<file path="src/rtl/serial_addsub_pkg.sv">
// Shared definitions for the bit-serial adder/subtractor: FSM state encoding
// and the counter-width helper.
package serial_addsub_pkg;

    typedef enum logic [1:0] {
        IDLE = 2'b00,
        RUN  = 2'b01,
        DONE = 2'b10
    } state_t;

    // Ceiling log2, never less than 1 so a WIDTH=1 counter still has a bit.
    function automatic int unsigned clog2(input int unsigned n);
        int unsigned r;
        r = 0;
        while ((32'd1 << r) < n) r++;
        return (r == 0) ? 1 : r;
    endfunction

endpackage

</file>
<file path="src/rtl/fa_cell.sv">
// Combinational one-bit full adder; the only arithmetic in the serial datapath.
module fa_cell (
    input  logic a,
    input  logic b,
    input  logic ci,
    output logic s,
    output logic co
);

    always_comb begin
        s  = a ^ b ^ ci;
        co = (a & b) | (a & ci) | (b & ci);
    end

endmodule

</file>
<file path="src/rtl/serial_addsub.sv">
// Bit-serial adder/subtractor: WIDTH-bit operands processed LSB first through
// one full-adder cell, result published on a one-cycle done pulse.
module serial_addsub
    import serial_addsub_pkg::*;
#(
    parameter int unsigned WIDTH = 8
) (
    input  logic             clk,
    input  logic             reset,
    input  logic             start,
    input  logic [WIDTH-1:0] a,
    input  logic [WIDTH-1:0] b,
    input  logic             cin,
    input  logic             sub,
    output logic             busy,
    output logic             done,
    output logic [WIDTH-1:0] result,
    output logic             cout,
    output logic             overflow
);

    localparam int unsigned    CW   = clog2(WIDTH);
    localparam logic [CW-1:0]  LAST = CW'(WIDTH - 1);

    state_t           state;
    state_t           state_next;
    logic             load;
    logic             step;
    logic             last;

    logic [WIDTH-1:0] sa;
    logic [WIDTH-1:0] sb;
    logic [WIDTH-1:0] r;
    logic [WIDTH-1:0] r_next;
    logic [CW-1:0]    cnt;
    logic             c;
    logic             s;
    logic             co;

    fa_cell u_fa (
        .a  (sa[0]),
        .b  (sb[0]),
        .ci (c),
        .s  (s),
        .co (co)
    );

    always_ff @(posedge clk) begin
        if (reset) state <= IDLE;
        else       state <= state_next;
    end

    always_comb begin
        state_next = state;
        busy       = 1'b0;
        done       = 1'b0;
        load       = 1'b0;
        step       = 1'b0;
        last       = (cnt == LAST);
        case (state)
            IDLE: begin
                if (start) begin
                    load       = 1'b1;
                    state_next = RUN;
                end
            end
            RUN: begin
                busy = 1'b1;
                step = 1'b1;
                if (last) state_next = DONE;
            end
            DONE: begin
                done = 1'b1;
                if (start) begin
                    load       = 1'b1;
                    state_next = RUN;
                end else begin
                    state_next = IDLE;
                end
            end
            default: state_next = IDLE;
        endcase
    end

    // Sum bit enters at the MSB so that after WIDTH shifts bit 0 sits at R[0].
    always_comb begin
        r_next            = r >> 1;
        r_next[WIDTH-1]   = s;
    end

    always_ff @(posedge clk) begin
        if (reset) begin
            sa       <= '0;
            sb       <= '0;
            r        <= '0;
            cnt      <= '0;
            c        <= 1'b0;
            result   <= '0;
            cout     <= 1'b0;
            overflow <= 1'b0;
        end else if (load) begin
            sa  <= a;
            sb  <= b ^ {WIDTH{sub}};
            c   <= cin ^ sub;
            cnt <= '0;
        end else if (step) begin
            sa  <= sa >> 1;
            sb  <= sb >> 1;
            c   <= co;
            r   <= r_next;
            cnt <= cnt + 1'b1;
            // Outputs are a shadow copy so they hold steady through the next RUN;
            // c here is still the carry into the MSB.
            if (last) begin
                result   <= r_next;
                cout     <= co;
                overflow <= c ^ co;
            end
        end
    end

endmodule

</file>
<file path="config.mk">
export PLATFORM = sky130hd
export DESIGN_NAME = serial_addsub
export DESIGN_NICKNAME = d
export VERILOG_FILES = /design/src/rtl/serial_addsub_pkg.sv /design/src/rtl/fa_cell.sv /design/src/rtl/serial_addsub.sv
export SDC_FILE = /design/constraint.sdc
export NUM_CORES = 1
export LEC_CHECK = 0
export ABC_AREA = 1
export BUFFER_PORTS_ARGS = -buffer_cell sky130_fd_sc_hd__buf_2
export CAP_MARGIN = 20
export CORE_MARGIN = 2
export CORE_UTILIZATION = 54
export CTS_CLUSTER_SIZE = 40
export DETAILED_ROUTE_END_ITERATION = 7
export PLACE_DENSITY = 0.78
export SLEW_MARGIN = 20
export SYNTH_ARGS = -nofsm -noshare
export SYNTH_HDL_FRONTEND = slang
export SYNTH_SLANG_ARGS = --single-unit
</file>
<file path="constraint.sdc">
create_clock -name clk -period 1.7 [get_ports clk]
set_input_delay 0.085 -clock clk [delete_from_list [all_inputs] [get_ports clk]]
set_output_delay 0.085 -clock clk [all_outputs]
set_load 0.1 [all_outputs]
</file>
After elaboration in Yosys (flattened, before gate mapping)
Index checks and enable logic that the tools add are counted.
Widths: inputs -> output; s select.
- bits in registers: 40
- word-level logic and storage cells: 47
- output and inout port bits: 12
- equal/unequal tests: 5
- add/sub/neg operators: 1
- bitwise logic cells: 11
- reduce and logical (&&, ||, !) cells: 7
- mux-type cells: 14
- operator list (kind ; count):
    $mux 8 ; 4
    $xor 8x8->8 ; 1
    $mux 1 ; 7
    $pmux 2 s3 ; 1
    $mux 2 ; 2
    $ne 2x2->1 const B ; 2
    $reduce_and 2->1 ; 2
    $reduce_or 2->1 ; 2
    $xor 1x1->1 ; 4
    $add 3x1->3 const B ; 1
    $and 1x1->1 ; 3
    $eq 3x3->1 const B ; 1
    $reduce_and 3->1 ; 1
    $eq 2x1->1 const B ; 1
    $eq 2x2->1 const B ; 1
    $logic_not 2->1 ; 1
    $or 1x1->1 ; 2
    $reduce_bool 2->1 ; 1
    $not 1->1 ; 1

Logic depth before layout (Yosys ltp)
- word-level depth: 5
- gate-level depth with buffers: 8
- depth with buffers taken out: 8

Cells and area by module
From an unflattened synthesis, not the netlist that was laid out.
- cell total of the unflattened synthesis: 252
- area, all modules: 1788.0 um2
- by module, submodules not included (module ; instances ; area an instance (um2) ; seq. area each (um2) ; cells each):
    serial_addsub ; 1 ; 1767.9 ; 780.7 ; 251
    fa_cell ; 1 ; 20.0 ; 0.0 ; 1

Worst setup path before layout
No wires, ideal clock.
- path type: register to output
- from: register state[1]
- to: output port done
- data arrival time: 1.804 ns
- data required time: 1.615 ns
- setup slack: -0.189 ns
- cell stages (with the launch flop): 3
- path through: dfxtp_1 -> inv_2 -> nor2_1
- longest elaborated chain between the ends: 2
- ends and longest elaborated chain (what ; line ; RTL):
    start: declaration ; serial_addsub.sv:25 ; state_t state;
    start signal: assignment ; serial_addsub.sv:50 ; else state <= state_next;
    $eq 2x2->1 ; serial_addsub.sv:60 ; case (state)
    $mux 1 ; serial_addsub.sv:60 ;
    end: declaration ; serial_addsub.sv:16 ; output logic done,
No other way between the ends.

Worst setup path in the final report
- from: register state[0]
- to: output port busy
- longest elaborated chain between the ends: 2
- ends and longest elaborated chain (what ; line ; RTL):
    $eq 2x1->1 ; serial_addsub.sv:60 ;
    $mux 1 ; serial_addsub.sv:60 ;
    end: declaration ; serial_addsub.sv:15 ; output logic busy,
No other way between the ends.

==> metrics.md <==
| Metric | Value |
|---|---|
| Data required time of the critical path | `roughly 1600 ps` |
| Maximum vdd drop | `about 0.51 mV` |
| Layout cells sized above 1 | `about a fifth` |
| Ys Warns | `0` |
| Syn Nets | `between 200 and 300` |
| # setup viols final | `0` |
| Startpoint types | `flip-flop` |
| Most numerous cell in the Yosys netlist | `nand2_1` |
| Global-route wire length before repair | `~6400 µm` |
| Area leader, netlist | `dfxtp_1` |
| Core Region | `~3300 µm²` |
| Distinct cell type count of the synthesized netlist | `31` |
| CP Capture Type | `output port` |
| Largest net degree at the start of global routing | `21` |
| PortBufs | `32` |
| Status | `complete, no violations` |
| Number of synthesized flops with an enable pin | `0` |
| Clock buffer depth | `2` |
| Fraction of registers with async set/reset | `0%` |
| Post-Route WL | `~3700 µm` |
| Slew Limit Fails | `0` |
| Die Wd | `between 60 and 70 µm` |
| RSZ-0062 raised after global routing | `false` |
| Prevailing post-synth register cell | `dfxtp_1` |
| Die area | `3890 µm²` |
| Via/cell ratio | `a little under 5` |
| Synthesis-to-finish area growth | `11.9%` |
| Post-Place Cells | `about 320` |
| Root buffer cell | `clkbuf_4` |
| Routed Antenna Nets | `0` |
| Leading post-synthesis cells by cell area | `dfxtp_1, nand2_1, nor2_1` |
| Final worst path period need | `between 1500 and 2000 ps` |
| Sequential element share of the synthesized area | `between 40% and 50%` |
| Initial antenna violation count | `0` |
| Total global routing overflow | `0` |
| Gr usage total | `between 20% and 30%` |
| Clock Skew | `~11 ps` |
| # IOs | `33` |
| Synth cell count leaders | `nand2_1, dfxtp_1, nor2_1, inv_1` |
| Kind of critical path | `reg2out` |
| Post-Syn Area | `1840 µm²` |
| Non-filler instance count after layout | `~330` |
| Final Util | `~62%` |
| Post-synthesis register bit count | `39` |
| Row count | `21` |
| Hold Crit Class | `in2reg` |
| Final Hold Viols | `0` |
| CP arrival | `roughly 1500 ps` |
| DRT iter0 DRCs | `79` |
| Worst-Skew Late Latency | `around 340 ps` |
| Initial core utilization | `55.6%` |
| Final period utilization | `slightly above 90%` |
| Post-CTS resize count | `0` |
| Post-Synthesis Cells | `~250` |
| Sink Count | `39` |
| Fmax | `630 MHz` |
| Total Nets Final | `approximately 300` |
| Number of max-cap violations | `0` |
| Via Count | `approximately 1600` |
| Detailed Place HPWL | `2510 µm` |
| Chip height | `~62 µm` |
| Vias in the first global route | `about 1500` |
| Syn Area/Cell | `between 7 and 8 µm²` |
| Setup bufs post-CTS | `0` |
| TritonCTS clock tree | `done` |
| Diodes inserted | `0` |
| Fillers | `~330` |
| Area fraction of the dominant cell type after synthesis | `a little over two fifths` |
| Avg WL per Cell | `11.1 µm` |
| Routability cong. | `between 0.7 and 0.8` |
| Setup TNS | `0 ps` |
| Cell Pwr Density | `between 800 and 900 nW/µm²` |
| Crit-path max FO | `17` |
| H-Tree Depth | `2` |
| Reg clk slew, reported paths | `110 ps` |
| Slew @ Worst Pin | `840 ps` |
| Slew margin rel. | `about 44%` |
| Drt first pass iters | `4` |
| Drt drc | `0` |
| Leak | `1.04 nW` |
| Cts bufs inserted | `5` |
final timing paths:
check / from / end / slack [ps] / cells past startpoint
hold reg to reg: sa[5] / sa[5] / 470 / 2
hold / removal: b[7] / sb[7] / 40 / 4
setup / recovery: state[0] / busy / 110 / 3
setup reg to reg: state[0] / sb[1] / 150 / 5
sequential cells by signal, indices dropped and copies added (netlist names):
name / cells
state: 2
c: 1
sa: 8
cnt: 3
r: 7
cout: 1
result: 8
overflow: 1
sb: 8
cell usage in the layout, fill, tap and decap left out:
| cell | netlist | final |
|---|---|---|
| nand2_1 | 58 | 58 |
| dfxtp_1 | 39 | 39 |
| nor2_1 | 34 | 33 |
| buf_2 | 1 | 31 |
| inv_1 | 27 | 27 |
| o21ai_0 | 22 | 22 |
| nand3_1 | 22 | 22 |
| a21oi_1 | 13 | 13 |
| clkbuf_4 | 0 | 5 |
| clkinv_2 | 0 | 3 |
| inv_2 | 2 | 2 |
| nor2_2 | 1 | 2 |
| xor2_1 | 2 | 2 |
| nand2_8 | 2 | 2 |
| nor3_1 | 2 | 2 |
| o21ai_1 | 2 | 2 |
| ha_1 | 2 | 2 |
| inv_4 | 1 | 1 |
| nor2_8 | 1 | 1 |
| nand2_4 | 1 | 1 |
| nor2_4 | 1 | 1 |
| clkinv_1 | 1 | 1 |
| inv_6 | 1 | 1 |
| or2_2 | 1 | 1 |
| nor3_2 | 1 | 1 |
| nand2_2 | 1 | 1 |
| a211oi_2 | 1 | 1 |
| a211oi_1 | 1 | 1 |
| fa_1 | 1 | 1 |
| dlygate4sd3_1 | 0 | 1 |
| buf_12 | 2 | 1 |
| buf_4 | 1 | 1 |
repair_timing:
item,4_1_cts,5_1_grt
endpoints found under the setup margin,0,0
hold buffers,1,0
hold endpoints to repair,1,0
worst max-delay path, cell delays in order, from the launching register on:
cell	delay, ps
dfxtp_1	550
inv_4	120
nor2_8	280
buf_12	220
through the flow:
step	power, mW	area (µm²)	hold slack [ps]	worst slack [ps]
after CTS	1.76	2060	38.8	104
after global routing	1.85	2060	42.8	3.91
after global placement	1.31	2000	363	182
final	1.75	2060	41.5	112
after floorplan	1.26	1840	232	277
after detailed placement	1.32	2000	369	138
final cells by class:
| cell class | instances | area (µm²) | area share (%) |
|---|---|---|---|
| Clock buffer | 5 | 37.5 | 1.82 |
| Clock inverter | 3 | 15.0 | 0.729 |
| Inverter | 32 | 128 | 6.20 |
| Multi-Input combinational cell | 169 | 847 | 41.2 |
| Sequential cell | 39 | 781 | 37.9 |
| Tap cell | 46 | 57.6 | 2.80 |
| Timing Repair Buffer | 34 | 193 | 9.36 |
routing by layer:
layer,up-vias,routed length (µm),global-route usage [%]
li1,853,-,-
met4,0,51,8.06
met3,4,162,5.62
met2,26,1720,34.6
met5,-,0,0
met1,725,1720,25.4
cell families after synthesis:
family	Yosys count	synth area share, %
simple gates	125	31.4
buf+inv	41	11.6
compound gates	39	11.2
flops	39	42.4
fa+ha+maj	3	2.45
xor+xnor	2	0.953
where the power goes:
group	internal (mW)	switching, mW	leakage (nW)	total [mW]
clock	0.154	0.292	0.0347	0.446
combinational	0.110	0.186	0.688	0.296
sequential	0.968	0.0363	0.319	1.00
total	1.23	0.514	1.04	1.75
No activity file was read; power rests on OpenSTA's default activity.
